<file path="src/rtl/skid_reg_pkg.sv">
// Shared types for the skid register slice.
// State encoding doubles as the occupancy count.
package skid_reg_pkg;

  typedef enum logic [1:0] {
    EMPTY = 2'd0,
    ONE   = 2'd1,
    FULL  = 2'd2
  } state_e;

  localparam int CNT_W = 2;

  function automatic logic [CNT_W-1:0] state_cnt(state_e s);
    return CNT_W'(s);
  endfunction

endpackage

</file>
<file path="src/rtl/skid_reg_reg_en_rn.sv">
// Register with load enable and synchronous
// active-low clear.
module reg_en_rn #(
  parameter int WIDTH = 8
) (
  input  logic             clk,
  input  logic             rst_n,
  input  logic             en,
  input  logic [WIDTH-1:0] d,
  output logic [WIDTH-1:0] q
);

  logic [WIDTH-1:0] q_q;
  logic [WIDTH-1:0] q_d;

  always_comb begin
    q_d = q_q;
    if (en) q_d = d;
  end

  always_ff @(posedge clk) begin
    if (!rst_n) q_q <= '0;
    else        q_q <= q_d;
  end

  assign q = q_q;

endmodule

</file>
<file path="src/rtl/skid_reg.sv">
// Two-entry skid slice: ready is decoded from state
// only, so no combinational path crosses the slice.
module skid_reg
  import skid_reg_pkg::*;
#(
  parameter int WIDTH = 8
) (
  input  logic             CLK,
  input  logic             reset,
  input  logic             flush,
  input  logic             in_valid,
  input  logic [WIDTH-1:0] in_data,
  output logic             in_ready,
  output logic             out_valid,
  output logic [WIDTH-1:0] out_data,
  input  logic             out_ready,
  output logic [1:0]       count
);

  state_e           state_q;
  state_e           state_d;
  logic             main_en;
  logic             skid_en;
  logic [WIDTH-1:0] main_d;
  logic [WIDTH-1:0] main_q;
  logic [WIDTH-1:0] skid_q;
  logic             in_xfer;
  logic             out_xfer;

  assign in_ready  = (state_q != FULL);
  assign out_valid = (state_q != EMPTY);
  assign out_data  = main_q;
  assign count     = state_cnt(state_q);

  assign in_xfer  = in_valid && in_ready;
  assign out_xfer = out_valid && out_ready;

  always_comb begin
    state_d = state_q;
    main_en = 1'b0;
    skid_en = 1'b0;
    main_d  = in_data;
    if (flush) begin
      state_d = EMPTY;
    end else begin
      unique case (state_q)
        EMPTY: begin
          if (in_xfer) begin
            main_en = 1'b1;
            state_d = ONE;
          end
        end
        ONE: begin
          unique case (1'b1)
            in_xfer && out_xfer: begin
              main_en = 1'b1;
            end
            in_xfer && !out_xfer: begin
              skid_en = 1'b1;
              state_d = FULL;
            end
            out_xfer && !in_xfer: begin
              state_d = EMPTY;
            end
            default: ;
          endcase
        end
        FULL: begin
          // drain promotes skid into main
          if (out_xfer) begin
            main_d  = skid_q;
            main_en = 1'b1;
            state_d = ONE;
          end
        end
        default: state_d = EMPTY;
      endcase
    end
  end

  always_ff @(posedge CLK) begin
    if (!reset) state_q <= EMPTY;
    else        state_q <= state_d;
  end

  reg_en_rn #(.WIDTH(WIDTH)) u_main (
    .clk   (CLK),
    .rst_n (reset),
    .en    (main_en),
    .d     (main_d),
    .q     (main_q)
  );

  reg_en_rn #(.WIDTH(WIDTH)) u_skid (
    .clk   (CLK),
    .rst_n (reset),
    .en    (skid_en),
    .d     (in_data),
    .q     (skid_q)
  );

endmodule

</file>
<file path="config.mk">
export PLATFORM = sky130hd
export DESIGN_NAME = skid_reg
export DESIGN_NICKNAME = d
export VERILOG_FILES = /design/src/rtl/skid_reg_pkg.sv /design/src/rtl/skid_reg_reg_en_rn.sv /design/src/rtl/skid_reg.sv
export SDC_FILE = /design/constraint.sdc
export NUM_CORES = 1
export LEC_CHECK = 0
export BUFFER_PORTS_ARGS = -buffer_cell sky130_fd_sc_hd__buf_2
export CAP_MARGIN = 40
export CORE_AREA = 3 3 46 48
export DETAILED_ROUTE_END_ITERATION = 10
export DIE_AREA = 0 0 49 51
export MAX_ROUTING_LAYER = met4
export PLACE_DENSITY = 0.88
export SKIP_CTS_REPAIR_TIMING = 1
export SYNTH_ARGS = -nofsm -noshare
export SYNTH_HDL_FRONTEND = slang
export SYNTH_SLANG_ARGS = --single-unit
</file>
<file path="constraint.sdc">
create_clock -name CLK -period 4 [get_ports CLK]
set_input_delay 0.2 -clock CLK [delete_from_list [all_inputs] [get_ports CLK]]
set_output_delay 0.2 -clock CLK [all_outputs]
set_load 0.01 [all_outputs]
</file>
==> flow_metrics.py <==
metrics = {
    "detailed_routing": {
        "dr.max_layer_used": "met4",
        "post-route-drc-count": 0,
        "detail_route.wl_per_cell_um": 14.8,
        "met1Wirelength_um": 924,
        "drt_pre_antenna_iters": 5,
        "wl_met2_um": 951,
        "ant_nets": 0,
        "detailroute.via_count": 850,
        "drt_wl_total_um": 2070,
        "detailroute.wirelength.met3_um": 155,
        "drt_iter0_drc": 29,
        "avgViaCountPerCell": 6.07,
    },
    "power_and_ir_drop": {
        "vdd.ir_drop.worst_mv": 0.226,
        "power_density_nw_per_um2": 346,
        "power.total_w": 0.000356,
        "p_leak_nw": 0.385,
    },
    "yosys": {
        "synth_ff_type": "dfxtp_1",
        "synth_area_per_cell_um2": 9.48,
        "yosys_register_bits": 18,
        "yosysTopAreaCell": "dfxtp_1",
        "synth_top_area_share_pct": 40.0,
        "synth.area.top_cells": "dfxtp_1 (40%), a311oi_1 (16%), mux2i_1 (8.9%)",
        "synthesis.nets": 108,
        "netlist_top_cells_count": "dfxtp_1 (18), a311oi_1 (16), a21oi_1 (9)",
        "synth_enable_flop_cells": 0,
        "post_synth_and_or_nand_nor_area_fraction_pct": 14.6,
        "area_fraction_in_compound_gates_after_synthesis_pct": 28.5,
        "synth_cells": 95,
        "ys_async_sr_fraction_pct": 0,
        "synth-seq-area-share_pct": 40.0,
        "syn-cell-area_um2": 901,
        "synthDistinctLibCells": 23,
        "yosys.cell_count.top_type": "dfxtp_1",
        "synthAdderAreaFrac_pct": 0,
        "synth.yosys.warnings": 0,
        "yosys-mux-area-fraction_pct": 8.89,
        "synthXorXnorAreaFrac_pct": 0,
        "synth_top_family_by_area": "compound AO/OA/AOI/OAI gates",
    },
    "clock_network": {
        "clk_path_buf_depth": 2,
        "cts.sink_count": 18,
        "clkSlewWorstSetupHoldPaths_ns": 0.11,
        "tritoncts_clock_tree": "done",
        "clock_latency_ns": 0.30,
        "cts.htree.levels": 1,
        "cts-buffers-inserted": 3,
        "ctsRootBufferMaster": "clkbuf_4",
    },
    "global_routing": {
        "grt_antenna_before_repair": 0,
        "grt_overflow": 0,
        "track_usage_pct": 17.7,
        "grt_max_degree": 26,
        "grt_pass1_wl_um": 3400,
        "grt_pass1_vias": 790,
    },
    "floorplanning": {
        "placement_rows": 15,
        "core_um2": 1750,
        "io_pins": 25,
        "floorplan.die_area_um2": 2500,
        "die_h_um": 51,
        "fp.dieW_um": 49,
        "effective_utilization_at_floorplan_pct": 51.6,
    },
    "critical_path": {
        "critPathCapture": "u_skid.q[1]",
        "worstPathRequired_ns": 4.23,
        "timing.rr.end": "u_skid.q[1]",
        "timing.reg2reg.setup_slack_ns": 2.18,
        "worstRegToRegCells": 4,
        "setup.worst_path.end_class": "register",
        "r2r-start": "count[0]",
        "timing.critical_path.fanout_max": 11,
        "critPathArrivalTime_ns": 2.05,
        "worst-setup-path-type": "register to register",
        "cp-start-kind": "register",
        "timing.critical_path.from": "count[0]",
    },
    "finish": {
        "antenna_cells": 0,
        "flow.area_growth_from_synthesis_pct": 14.2,
        "final_net_count": 129,
        "drive_above_1_share_pct": 25.2,
        "finalInstanceArea_um2": 1030,
    },
    "place": {
        "gp_routability_congestion": 0.763,
        "placedInstanceArea_um2": 992,
        "dpl_wire_length_um": 1460,
        "port_buffers": 24,
        "post-place-ws_ns": 2.26,
    },
    "sta": {
        "setup_tns_ns": 0,
        "report.final.hold_viol_count": 0,
        "layout_min_cycle_time_ns": 1.82,
        "fmax_mhz": 550,
        "final_max_slew_viol_count": 0,
        "worst_slew_pin_slew_ns": 0.807,
        "skew_ns": 0.00480,
        "normalized_max_slew_margin_pct": 45.5,
        "worst_slack_ns": 2.18,
        "fin_crit_sh_pct": 45.4,
        "setup_violations": 0,
        "rsz_0062_raised_after_global_routing": "no",
    },
    "worst_hold_path": {
        "min_delay_path_depth": 3,
        "worstHoldPathType": "input port to register",
    },
    "outcome": {
        "outcome": "completed",
    },
    "flow_run": {
        "drv_cap": 0,
    },
}
[area by class of cell]
cell class,count,area [um^2]
Fill cell,166,717
Multi-Input combinational cell,66,468
Sequential cell,18,360
Timing Repair Buffer,25,125
Clock buffer,4,36.3
Tap cell,25,31.3
Inverter,2,7.51
[sequential cells by signal (all words and copies together), names as in the netlist]
signal    count
u_main.q      8
count         2
u_skid.q      8
[through the flow]
stage	instances	utilization [%]	hold WS, ns
2_1_floorplan	95	-	0.273
6_report	140	58.9	0.157
3_3_place_gp	135	56.6	0.459
3_5_place_dp	136	56.8	0.468
4_1_cts	140	58.9	0.146
5_1_grt	140	58.9	0.146
[report_power, final]
part           total [W]  switching, W  internal [W]
clock           0.000114     0.0000588     0.0000555
sequential      0.000191    0.00000462      0.000186
combinational  0.0000506     0.0000293     0.0000214
total           0.000356     0.0000927      0.000263
[critical path: stages (launching register included)]
cell      delay (ns)
dfxtp_1         0.52
nor4bb_1        0.69
buf_2           0.28
nand3_1         0.09
a21oi_1         0.17
[worst min path at each step]
stage | slack (ns) | endpoint | from
after floorplan | 0.27 | count[1] | out_ready
after global placement | 0.46 | u_skid.q[6] | u_skid.q[6]
after detailed placement | 0.47 | u_skid.q[4] | u_skid.q[4]
after CTS | 0.15 | u_skid.q[0] | in_data[0]
after global routing | 0.15 | u_skid.q[5] | in_data[5]
final | 0.16 | u_skid.q[0] | in_data[0]
[metal layers]
metal  track usage, %  vias to the layer above
met4             8.06                        0
li1                 -                      409
met2             27.6                       37
met1             20.8                      396
met3             5.83                        8
met5                -                        -
[placed cells by master (no fill, tap or decap)]
cell	instances
mux2i_1	8
inv_1	2
nand3_1	8
nor2b_1	2
nand2b_1	2
and2_1	1
or2_1	1
nand4bb_1	1
or3b_1	1
a21oi_1	9
dfxtp_1	18
and4bb_1	1
nand2_1	3
nor4bb_1	1
a22o_1	1
buf_2	25
a211oi_1	1
a311oi_1	16
o21ai_0	8
o21bai_1	1
clkbuf_8	1
a21o_1	1
clkbuf_4	3
[kinds of logic after synthesis]
family	Yosys count
AOI/OAI and AO/OA	37
buffers and inverters	11
DFF	18
muxes	8
and+or+nand+nor	21
Note: power is estimated with default switching activity, not from simulation.
